[config.mk]
export PLATFORM = sky130hd
export DESIGN_NAME = instr_fetch_unit
export DESIGN_NICKNAME = d
export VERILOG_FILES = /design/src/rtl/fetch_pkg.sv /design/src/rtl/fetch_fifo.sv /design/src/rtl/instr_fetch_unit.sv
export SDC_FILE = /design/constraint.sdc
export NUM_CORES = 1
export LEC_CHECK = 0
export BUFFER_PORTS_ARGS = -buffer_cell sky130_fd_sc_hd__buf_2
export CAP_MARGIN = 40
export CELL_PAD_IN_SITES_DETAIL_PLACEMENT = 1
export CELL_PAD_IN_SITES_GLOBAL_PLACEMENT = 1
export CORE_MARGIN = 2
export CORE_UTILIZATION = 40
export CTS_BUF_LIST = sky130_fd_sc_hd__clkbuf_4
export DETAILED_ROUTE_END_ITERATION = 8
export PLACE_DENSITY_LB_ADDON = 0.1
export SLEW_MARGIN = 15
export SYNTH_ARGS = -nofsm -noshare
export SYNTH_HDL_FRONTEND = slang
export SYNTH_SLANG_ARGS = --single-unit
[constraint.sdc]
create_clock -name clk -period 11.2 [get_ports clk]
set_input_delay 2.24 -clock clk [delete_from_list [all_inputs] [get_ports clk]]
set_output_delay 2.24 -clock clk [all_outputs]
set_load 0.02 [all_outputs]
[src/rtl/fetch_pkg.sv]
// Shared widths, FSM states and the buffered-instruction record for the fetch unit.
package fetch_pkg;

  localparam int INSTR_W = 32;
  localparam int PC_W    = 32;
  localparam logic [PC_W-1:0] PC_STEP = PC_W'(4);

  typedef enum logic {
    RUN   = 1'b0,
    DRAIN = 1'b1
  } fetch_state_t;

  typedef struct packed {
    logic [PC_W-1:0]    pc;
    logic [INSTR_W-1:0] instr;
  } fetch_entry_t;

endpackage

[src/rtl/fetch_fifo.sv]
// Synchronous FIFO with an unreset storage array; the head word is read straight from storage.
// Serves as both the decode-side instruction buffer and the in-flight fetch address queue.
module fetch_fifo #(
  parameter int DEPTH  = 2,
  parameter int DATA_W = 64
) (
  input  logic                   clk,
  input  logic                   rst,
  input  logic                   push,
  input  logic                   pop,
  input  logic                   clear,
  input  logic [DATA_W-1:0]      wdata,
  output logic [DATA_W-1:0]      rdata,
  output logic [$clog2(DEPTH):0] count,
  output logic                   full,
  output logic                   empty
);

  localparam int AW = $clog2(DEPTH);
  localparam int CW = AW + 1;

  logic [DATA_W-1:0] mem [DEPTH];
  logic [AW-1:0]     wr_ptr;
  logic [AW-1:0]     rd_ptr;
  logic              do_push;
  logic              do_pop;

  assign empty   = (count == '0);
  assign full    = (count == CW'(DEPTH));
  assign do_pop  = pop & ~empty;
  // A push into a full buffer is accepted when the head leaves in the same cycle.
  assign do_push = push & (~full | do_pop);
  assign rdata   = mem[rd_ptr];

  always_ff @(posedge clk) begin
    if (!rst || clear) begin
      wr_ptr <= '0;
      rd_ptr <= '0;
      count  <= '0;
    end else begin
      if (do_push) wr_ptr <= wr_ptr + AW'(1);
      if (do_pop)  rd_ptr <= rd_ptr + AW'(1);
      if (do_push && !do_pop)      count <= count + CW'(1);
      else if (!do_push && do_pop) count <= count - CW'(1);
    end
  end

  always_ff @(posedge clk) begin
    if (do_push && !clear) mem[wr_ptr] <= wdata;
  end

endmodule

[src/rtl/instr_fetch_unit.sv]
// Instruction fetch: issues in-order requests at pc, steers the PC register input, and buffers
// returned instructions for decode while discarding responses orphaned by a redirect.
module instr_fetch_unit
  import fetch_pkg::*;
#(
  parameter logic [31:0] RESET_PC        = 32'h0000_0000,
  parameter int          FIFO_DEPTH      = 2,
  parameter int          MAX_OUTSTANDING = 2
) (
  input  logic        clk,
  input  logic        rst,
  input  logic [31:0] pc,
  output logic [31:0] pc_next,
  output logic        imem_req_valid,
  output logic [31:0] imem_req_addr,
  input  logic        imem_req_ready,
  input  logic        imem_rsp_valid,
  input  logic [31:0] imem_rsp_data,
  input  logic        redirect_valid,
  input  logic [31:0] redirect_pc,
  output logic        instr_valid,
  output logic [31:0] instr,
  output logic [31:0] instr_pc,
  input  logic        instr_ready
);

  localparam int OCW = $clog2(MAX_OUTSTANDING) + 1;
  localparam int FCW = $clog2(FIFO_DEPTH) + 1;

  fetch_state_t    state;
  fetch_state_t    state_next;
  logic [OCW-1:0]  outstanding;
  logic [OCW-1:0]  stale;
  logic [OCW-1:0]  stale_next;
  logic [FCW-1:0]  buf_count;
  logic            buf_full;
  logic            buf_empty;
  logic            pq_full;
  logic            pq_empty;
  logic [PC_W-1:0] pq_head;
  fetch_entry_t    buf_head;
  fetch_entry_t    buf_in;
  logic [31:0]     inflight;
  logic            credit_ok;
  logic            fire;
  logic            rsp_ok;
  logic            buf_push;
  logic            buf_pop;

  // Every issued request reserves a buffer slot until its instruction is consumed.
  assign inflight  = 32'(outstanding) + 32'(buf_count);
  assign credit_ok = (inflight < 32'(FIFO_DEPTH)) && !buf_full && !pq_full;

  // A response with nothing in flight is a protocol violation and is ignored.
  assign rsp_ok = imem_rsp_valid & ~pq_empty;

  assign imem_req_valid = rst & credit_ok & (state == RUN) & ~redirect_valid;
  assign imem_req_addr  = pc;
  assign fire           = imem_req_valid & imem_req_ready;

  always_comb begin
    pc_next = pc;
    if (!rst)                pc_next = RESET_PC;
    else if (redirect_valid) pc_next = redirect_pc;
    else if (fire)           pc_next = pc + PC_STEP;
  end

  assign buf_in   = '{pc: pq_head, instr: imem_rsp_data};
  assign buf_push = rsp_ok & (state == RUN);
  assign buf_pop  = instr_valid & instr_ready;

  assign instr_valid = rst & ~buf_empty;
  assign instr       = rst ? buf_head.instr : '0;
  assign instr_pc    = rst ? buf_head.pc    : '0;

  fetch_fifo #(.DEPTH(MAX_OUTSTANDING), .DATA_W(PC_W)) u_pc_queue (
    .clk   (clk),
    .rst   (rst),
    .push  (fire),
    .pop   (rsp_ok),
    .clear (1'b0),
    .wdata (pc),
    .rdata (pq_head),
    .count (outstanding),
    .full  (pq_full),
    .empty (pq_empty)
  );

  // Redirect clears the buffer, which also cancels a same-cycle push.
  fetch_fifo #(.DEPTH(FIFO_DEPTH), .DATA_W($bits(fetch_entry_t))) u_instr_buf (
    .clk   (clk),
    .rst   (rst),
    .push  (buf_push),
    .pop   (buf_pop),
    .clear (redirect_valid),
    .wdata (buf_in),
    .rdata (buf_head),
    .count (buf_count),
    .full  (buf_full),
    .empty (buf_empty)
  );

  always_ff @(posedge clk) begin
    if (!rst) begin
      state <= RUN;
      stale <= '0;
    end else begin
      state <= state_next;
      stale <= stale_next;
    end
  end

  always_comb begin
    state_next = state;
    stale_next = stale;
    if (redirect_valid) begin
      stale_next = outstanding - OCW'(rsp_ok);
      state_next = (stale_next != '0) ? DRAIN : RUN;
    end else if (state == DRAIN && rsp_ok) begin
      stale_next = stale - OCW'(1);
      if (stale_next == '0) state_next = RUN;
    end
  end

endmodule

## Word-level counts from Yosys, hierarchy flattened

Memories as Yosys holds them, arrays and structs flattened. A register that Yosys moved wholly into a read port is not among the register bits.
Cells that the tools add are included.
W data, S select, Z words.

- Register bits after elaboration: 11
- RAM bits: 192
- Input bits: 102
- Output and inout bits: 130
- Logic and storage cells: 94
- Memories kept: 2

Memory list:

| name | depth | bits a word | rd ports | clocked after Yosys merged registers in | wr ports | line | source |
|---|---|---|---|---|---|---|---|
| u_instr_buf.mem | 2 | 64 | 1 | 1 | 1 | fetch_fifo.sv:22 | `logic [DATA_W-1:0] mem [DEPTH];` |
| u_pc_queue.mem | 2 | 32 | 1 | 1 | 1 | fetch_fifo.sv:22 |  |

- Add/sub/neg operators: 12
- Magnitude comparators: 1
- Eq/ne operators: 2
- Muxes and demuxes: 23
- Bitwise gates (word level): 20
- Reductions and logical operators: 26

Operators with widths:

| cell | number |
|---|---|
| $mux W32 | 5 |
| $add A32 B3 Y32 const B | 1 |
| $and A1 B1 Y1 | 12 |
| $mux W1 | 12 |
| $mux W2 | 6 |
| $reduce_bool A2 Y1 | 5 |
| $logic_and A1 B1 Y1 | 8 |
| $logic_not A1 Y1 | 8 |
| $logic_not A2 Y1 | 3 |
| $not A1 Y1 | 6 |
| $sub A2 B1 Y2 const B | 3 |
| $add A1 B1 Y1 const B | 4 |
| $add A2 B1 Y2 const B | 2 |
| $eq A2 B2 Y1 const B | 2 |
| $add A2 B2 Y3 | 1 |
| $lt A3 B2 Y1 const B | 1 |
| $or A1 B1 Y1 | 2 |
| $reduce_and A2 Y1 | 1 |
| $sub A2 B1 Y2 | 1 |
| $logic_or A1 B1 Y1 | 1 |

## Depth between registers and ports, before layout

Gate-level depths: netlist of run 1.

- Depth in word-level cells: 13
- Depth in mapped cells: 10
- Gate-level depth less buffers: 10

## Hierarchy

A second synthesis of run 1 with hierarchy kept.

- Cells, all modules: 697
- Area, all modules: 9571.7 um2

Modules (own cells, without submodules):

| module | times used | cells an instance | area each (um2) | sequential area each (um2) |
|---|---|---|---|---|
| fetch_fifo at u_instr_buf | 1 | 227 | 4857.2 | 3943.8 |
| fetch_fifo at u_pc_queue | 1 | 128 | 2551.2 | 2021.9 |
| instr_fetch_unit | 1 | 342 | 2163.3 | 60.1 |

## Worst setup path before layout of run 1

OpenSTA, ideal clock, no wires.

- Kind: in2reg
- Start: in rst
- End: mem u_instr_buf.mem[0][0], enable pin
- Setup time: 0.578 ns
- Arrival: 7.583 ns
- Path slack: 3.039 ns
- Stages: 4
- Cells stage by stage: clkbuf_1 > a21oi_1 > nor3_1 > nor3b_1

- Longest elaborated chain between the ends: 8

Ends and longest elaborated chain:

| element | line | source |
|---|---|---|
| from (decl) | instr_fetch_unit.sv:11 | `input logic rst,` |
| $and A1 B1 Y1 | instr_fetch_unit.sv:72 | `assign instr_valid = rst & ~buf_empty;` |
| $and A1 B1 Y1 | instr_fetch_unit.sv:70 | `assign buf_pop = instr_valid & instr_ready;` |
| $and A1 B1 Y1 | fetch_fifo.sv:30 | `assign do_pop = pop & ~empty;` |
| $or A1 B1 Y1 | fetch_fifo.sv:32 | `assign do_push = push & (~full \| do_pop);` |
| $and A1 B1 Y1 | fetch_fifo.sv:32 |  |
| net u_instr_buf.do_push | fetch_fifo.sv:25 | `logic do_push;` |
| $logic_and A1 B1 Y1 | fetch_fifo.sv:49 | `if (do_push && !clear) mem[wr_ptr] <= wdata;` |
| $mux W1 | fetch_fifo.sv:49 |  |
| $mux W1 (not written as such) | fetch_fifo.sv:49 |  |
| to (decl) | fetch_fifo.sv:22 |  |

The timed path passes the listed nets, and every way through them passes these cells.

## Final worst setup path of run 1

- Start: in rst
- End: out pc_next[29]

- Longest elaborated chain between the ends: 7

Ends and longest elaborated chain:

| element | line | source |
|---|---|---|
| $and A1 B1 Y1 (3 in a row) | instr_fetch_unit.sv:57 | `assign imem_req_valid = rst & credit_ok & (state == RUN) & ~redirect_valid;` |
| $and A1 B1 Y1 | instr_fetch_unit.sv:59 | `assign fire = imem_req_valid & imem_req_ready;` |
| $mux W32 | instr_fetch_unit.sv:65 | `else if (fire) pc_next = pc + PC_STEP;` |
| $mux W32 | instr_fetch_unit.sv:64 | `else if (redirect_valid) pc_next = redirect_pc;` |
| $mux W32 * | instr_fetch_unit.sv:63 | `if (!rst) pc_next = RESET_PC;` |
| to (decl) | instr_fetch_unit.sv:13 | `output logic [31:0] pc_next,` |

Every way passes the cells marked *; elsewhere a longest branch is shown, timed or not.

==> metrics.txt, run 1 <==
max incr delay on CP=740 ps; mapped cell area=about 9000 µm²; Hold Path Class=reg -> reg; Die W=~160 µm; Sw Share=27.0%; R2R cell count=7; via density per instance=between 5 and 6; sequential share of the synthesized area=65.5%; post-CTS setup buffer count=0; hold_buf cts=0; Worst Path Max Fanout=81; clock share of power=33.3%; global-route wire length before repair=35.4 mm; IO Count=232; CORE AREA=approximately 23000 µm²; r2r startpoint=u_pc_queue.count[0]; clk slew on worst S/H paths=~70 ps; number of setup violations in the final report=0; Synth top area share=62.7%; antenna-violating nets left=0; crit end category=primary output; Worst EP arrival=5560 ps; grt ovf=0; Routed wire per std cell=about 19 µm; pwr dens=171 nW/µm²; # fillers=2362; fmax=~0.13 GHz; combinational share of power=17.6%; Top Metal Used=met4; number of H-tree levels=2; Slowest-stage cell, CP=nor4b_4; total CTS buffers=53; vias post-DR=6126; Post-synth EDFFs=192; Critical Path Start=rst; Hold Crit Depth=2; Root Driver=clkbuf_4; Async SR Flop Fraction=0%; Final Skew=22.9 ps; DRC errors left=0; synth unique cells=36; fin. max-slew vios=0; TritonRoute pass-1 iters=4; Max Root-Sink Buffers=3; clock latency on the worst-skew pair=630 ps; critical path, cell by cell=buf_2 > buf_4 > buf_16 > or4b_1 > nor4b_4 > nand2_1 > or4_1 > a31oi_1 > buf_2; CTS Sinks=205; gp weighted congestion=0.769; crit path kind=in -> out; syn nets=759; DR WL met2=11.3 mm; Chip Height=around 160 µm; worst r2r dst=u_pc_queue.mem[0][1]; worst hold margin=518 ps; Max-Cap Viols=0; RSZ-0062 raised after global routing=false; CP Launch Type=input pin; Synth warnings=0; Tmin final=7800 ps; Slew headroom=46.6%; worst-margin pin slew=797 ps; PortBufs=231; Hold Fails Final Rpt=0; Final period util=69.6%; Worst Setup EP=pc_next[29]; Synth Area per Inst=14.1 µm²; cell internal pwr=around 1.4 mW; largest net degree at the start of global routing=between 80 and 90; Resized Gates After CTS=0; Placement Rows=55; Synth top cells by count=edfxtp_1, mux2i_1, nor2b_1; metal3 WL=roughly 1.2 mm; Leak Pwr=4.20 nW; outcome=finished, final reports clean; dpl hpwl=~15 mm; CP most frequent cell=buf_2; initial antenna violation count=1; Tot GR Track Use=18.7%; Worst VDD drop=0.0723 mV; post-synthesis to final-layout area growth=21.8%; layout cell share with drive strength beyond 1=between 40% and 50%; Synth area leader=edfxtp_1; DR iter-0 viols=272; Layout Nets=988; wire length on met1=9.79 mm; ranking of synthesized cells by area=edfxtp_1, mux2i_1, nor2b_1, mux2_2, dfxtp_1; TritonCTS clock tree=yes; top-count cell post-synth=edfxtp_1; Synth Register Bits=205; Initial Util=about two fifths; Required @ worst endpoint=around 9000 ps; Synth Flop Type=edfxtp_1; number of global-route vias before repair=about 6600; Seq pwr share=49.1%; switching power=0.516 mW; Final TNS setup=0 ps; flop-to-flop setup slack=7420 ps; post-synthesis cell count=about 650; die area=24200 µm²; final WL=22.7 mm
-- flip-flops by register name, summed over array words and instances, names as in the netlist, named ones only --
name,count
u_instr_buf.count,2
u_pc_queue.wr_ptr,1
u_instr_buf.rd_ptr,1
u_instr_buf.wr_ptr,1
u_instr_buf.mem,128
u_pc_queue.mem,64
stale,2
u_pc_queue.count,2
state,1
u_pc_queue.rd_ptr,1
-- worst max-delay path, delay by kind of cell --
family / cells / cell delay, ps
buffers and inverters: 4 / 860
AOI/OAI and AO/OA: 1 / 190
and+or+nand+nor: 4 / 2240
-- power by group through the flow --
stage | registers [mW] | clock network, mW | logic, mW
3_3_place_gp | 0.969 | 0 | 0.302
2_1_floorplan | 0.949 | 0 | 0.231
5_1_grt | 0.947 | 0.702 | 0.370
6_report | 0.942 | 0.638 | 0.336
4_1_cts | 0.942 | 0.662 | 0.343
3_5_place_dp | 0.959 | 0 | 0.341
-- cell type report --
type	instances	area [µm²]	share of cell area, %
sequential	205	6030	53.8
multi-input combinational	371	2790	24.9
timing repair buffer	241	1320	11.8
clock buffer	80	601	5.36
tap	285	357	3.18
clock inverter	12	75.1	0.669
inverter	8	30.0	0.268
antenna	1	2.50	0.0223
-- routing by layer --
| layer | vias up | track usage, % |
|---|---|---|
| li1 | 2892 | - |
| met1 | 3011 | 23.4 |
| met2 | 190 | 32.3 |
| met3 | 33 | 4.31 |
| met4 | 0 | 5.64 |
| met5 | - | 0 |
-- metrics by stage --
stage | instance area [µm²] | power [mW] | setup WS [ps] | utilization, % | std cells
final | 11200 | 1.92 | 3400 | 49.5 | 1203
after global routing | 11200 | 2.02 | 3080 | 49.5 | 1203
after CTS | 11200 | 1.95 | 3380 | 49.5 | 1202
after detailed placement | 10500 | 1.30 | 3390 | 46.5 | 1110
after global placement | 10400 | 1.27 | 3300 | 46.0 | 1105
after floorplan | 9200 | 1.18 | 3040 | - | 651
-- worst min path at each step --
stage                           from                     end  slack, ps
6_report          u_instr_buf.rd_ptr      u_instr_buf.rd_ptr        520
5_1_grt        u_pc_queue.mem[0][18]  u_instr_buf.mem[0][50]        540
4_1_cts           u_instr_buf.rd_ptr                register        520
3_5_place_dp      u_instr_buf.rd_ptr                register        490
3_3_place_gp      u_instr_buf.rd_ptr      u_instr_buf.rd_ptr        490
2_1_floorplan     u_instr_buf.rd_ptr                register        470
-- cells by family after synthesis --
kind of cell    after synthesis  synth area share, %
mux                         100                 11.3
xor+xnor                     22                 2.09
compound gates               86                 5.42
simple gates                157                 10.4
fa+ha+maj                     6                0.897
flops                       205                 65.5
buf+inv                      75                 4.36
-- cell usage in the layout (no fill, tap or decap), drive strengths merged, types with 11 or more instances in the layout --
| master | instances |
|---|---|
| buf | 241 |
| edfxtp | 192 |
| clkbuf | 80 |
| nor2b | 67 |
| mux2i | 67 |
| o21ai | 37 |
| mux2 | 33 |
| a21oi | 17 |
| nand2 | 15 |
| a31oi | 15 |
| xor2 | 14 |
| nand3 | 14 |
| dfxtp | 13 |
| and3 | 12 |
| clkinv | 11 |
(Power assumes the default switching activity.)
==> inputs of run 2 (changes only) <==
--- a/config.mk
+++ b/config.mk
@@ -5,12 +5,13 @@
 export SDC_FILE = /design/constraint.sdc
 export NUM_CORES = 1
 export LEC_CHECK = 0
+export ABC_AREA = 1
 export BUFFER_PORTS_ARGS = -buffer_cell sky130_fd_sc_hd__buf_2
 export CAP_MARGIN = 40
 export CELL_PAD_IN_SITES_DETAIL_PLACEMENT = 1
 export CELL_PAD_IN_SITES_GLOBAL_PLACEMENT = 1
 export CORE_MARGIN = 2
-export CORE_UTILIZATION = 40
+export CORE_UTILIZATION = 38
 export CTS_BUF_LIST = sky130_fd_sc_hd__clkbuf_4
 export DETAILED_ROUTE_END_ITERATION = 8
 export PLACE_DENSITY_LB_ADDON = 0.1
==> constraint.sdc (replaced) <==
create_clock -name clk -period 6.9 [get_ports clk]
set_input_delay 1.38 -clock clk [delete_from_list [all_inputs] [get_ports clk]]
set_output_delay 1.38 -clock clk [all_outputs]
set_load 0.02 [all_outputs]
==> metrics.txt, run 2 <==
outcome=finished, final reports clean; Resized Gates After CTS=0; TritonCTS clock tree=yes; via density per instance=4.83; DRC errors left=0; design area=between 10000 and 15000 µm²; number of global-route vias before repair=7308; syn nets=996; most frequent cells in the layout=buf_2, edfxtp_1, nor2_1, nand2_1, o21ai_0; post-synthesis to final-layout area growth=21.1%; Placement Rows=57; flop-to-flop setup slack=4040 ps; crit path kind=in -> out; Regs by FF count=u_instr_buf.mem: 128 flops, u_pc_queue.mem: 64 flops; Final Skew=39.2 ps; RSZ-0062 raised after global routing=false; PortBufs=231; Sw Share=28.1%; max incr delay on CP=540 ps; Cell Area, Placed=10800 µm²; TritonRoute pass-1 iters=4; mapped cell area=9430 µm²; clock latency on the worst-skew pair=630 ps; Routed wire per std cell=16.9 µm; final WL=24.8 mm; worst r2r dst=u_pc_queue.count[1]; Tot GR Track Use=18.9%; layout cell share with drive strength beyond 1=between 30% and 40%; ranking of synthesized cells by area=edfxtp_1, nor2_1, nand2_1, o21ai_0, mux2_2; r2r startpoint=u_pc_queue.count[0]; fmax=0.197 GHz; pwr dens=269 nW/µm²; total CTS buffers=53; synth unique cells=31; most common cell after layout, fill and taps aside=buf_2; Post-synth EDFFs=192; R2R cell count=13; CP most frequent cell=buf_2; CTS Sinks=205; die area=26100 µm²; worst-margin pin slew=just under 700 ps; largest reg by FF count=u_instr_buf.mem; Max Root-Sink Buffers=3; Worst EP arrival=3700 ps; Seq pwr share=slightly below 50%; Hold Path Class=reg -> reg; Hold Crit Start=u_pc_queue.rd_ptr; top-count cell post-synth=edfxtp_1; number of setup violations in the final report=0; combinational share of power=18.4%; Root Driver=clkbuf_4; vias post-DR=7109; Layout Nets=1222; hold_buf cts=0; max reg flops=128; Synth top area share=61.2%; largest net degree at the start of global routing=74; Initial Util=38.8%; Leak Pwr=~4.8 nW; Synth top cells by count=edfxtp_1, nor2_1, nand2_1; Final period util=73.7%; Hold Fails Final Rpt=0; Synth warnings=0; crit end category=primary output; dpl hpwl=16.8 mm; Synth area leader=edfxtp_1; post-CTS setup buffer count=0; crit path buf inv count=4; antenna-violating nets left=0; global-route wire length before repair=between 30 and 40 mm; initial antenna violation count=1; Chip Height=161 µm; Max-Cap Viols=0; clock share of power=32.6%; CORE AREA=about 24000 µm²; cell internal pwr=2.21 mW; Async SR Flop Fraction=0%; fin. max-slew vios=0; critical path, cell by cell=buf_2 > clkinv_2 > nand2_4 > nor2_4 > nand3_4 > inv_4 > or2_2 > nand2_1 > a21oi_1 > buf_2; DR iter-0 viols=326; number of H-tree levels=2; worst hold margin=467 ps; sequential share of the synthesized area=between 60% and 70%; Synth Register Bits=205; Hold Crit Depth=1; switching power=0.864 mW; grt ovf=0; Slowest-stage cell, CP=clkinv_2; Synth Area per Inst=10.6 µm²; Required @ worst endpoint=5520 ps; Slew headroom=around 54%; # fillers=2798; IO Count=roughly 230; Worst Path Max Fanout=50; post-synthesis cell count=888; dominant delay contributor by cell family on the critical path=simple AND/OR/NAND/NOR gates; CP Launch Type=input pin; clk slew on worst S/H paths=around 70 ps; Synth Flop Type=edfxtp_1; Die W=between 150 and 200 µm; fin util=roughly 47%; Worst VDD drop=0.172 mV; gp weighted congestion=0.774; Tmin final=5080 ps
[run 2: metrics by stage]
stage	std cells	setup TNS (ps)	total power [mW]	setup WS (ps)
2_1_floorplan	888	-31260	1.91	-244
3_3_place_gp	1378	0	2.08	1790
3_5_place_dp	1383	0	2.11	1760
4_1_cts	1471	0	3.13	1750
5_1_grt	1472	0	3.25	1540
6_report	1472	0	3.08	1820
[run 2: layout make-up]
cell class	instances	area, µm²	share of cell area [%]
antenna	1	2.50	0.0219
clock buffer	76	571	5.00
clock inverter	12	81.3	0.712
inverter	55	210	1.84
multi-input combinational	557	2800	24.5
sequential	205	6030	52.8
tap	324	405	3.55
timing repair buffer	242	1330	11.6
[run 2: worst max-delay path by stage]
stage                     cells after the start               endpoint           start
after global routing                         10            pc_next[14]  redirect_valid
after floorplan                               6  u_instr_buf.mem[0][0]             rst
final                                        10            pc_next[11]  redirect_valid
after CTS                                    10            pc_next[11]  redirect_valid
after detailed placement                     10            pc_next[11]  redirect_valid
after global placement                       10            pc_next[11]  redirect_valid
[run 2: power groups by stage]
stage                     logic (mW)  registers [mW]  clock network [mW]
after floorplan                0.377            1.53                   0
after global placement         0.552            1.53                   0
after detailed placement       0.574            1.53                   0
after CTS                      0.579            1.51                1.05
after global routing           0.628            1.51                1.11
final                          0.567            1.51                1.00
[run 2: cells by family (layout without fill, tap and decap cells)]
kind of cell | after synthesis | in the layout | share of synthesized area (%)
simple gates | 381 | 381 | 17.0
flops | 205 | 205 | 63.9
compound gates | 130 | 130 | 6.97
buf+inv | 126 | 385 | 6.68
mux | 32 | 32 | 3.82
xor+xnor | 8 | 8 | 0.743
fa+ha+maj | 6 | 6 | 0.876
other cells | 0 | 1 | 0
[run 2: metal layers]
| metal | share of wire (%) | vias to the layer above | track usage [%] | wire length [µm] |
|---|---|---|---|---|
| met5 | 0 | - | 0 | 0 |
| met4 | 1.5 | 0 | 5.40 | 369 |
| met3 | 6.5 | 32 | 4.44 | 1620 |
| met2 | 47 | 214 | 31.7 | 11700 |
| met1 | 45 | 3381 | 24.5 | 11200 |
| li1 | - | 3482 | - | - |
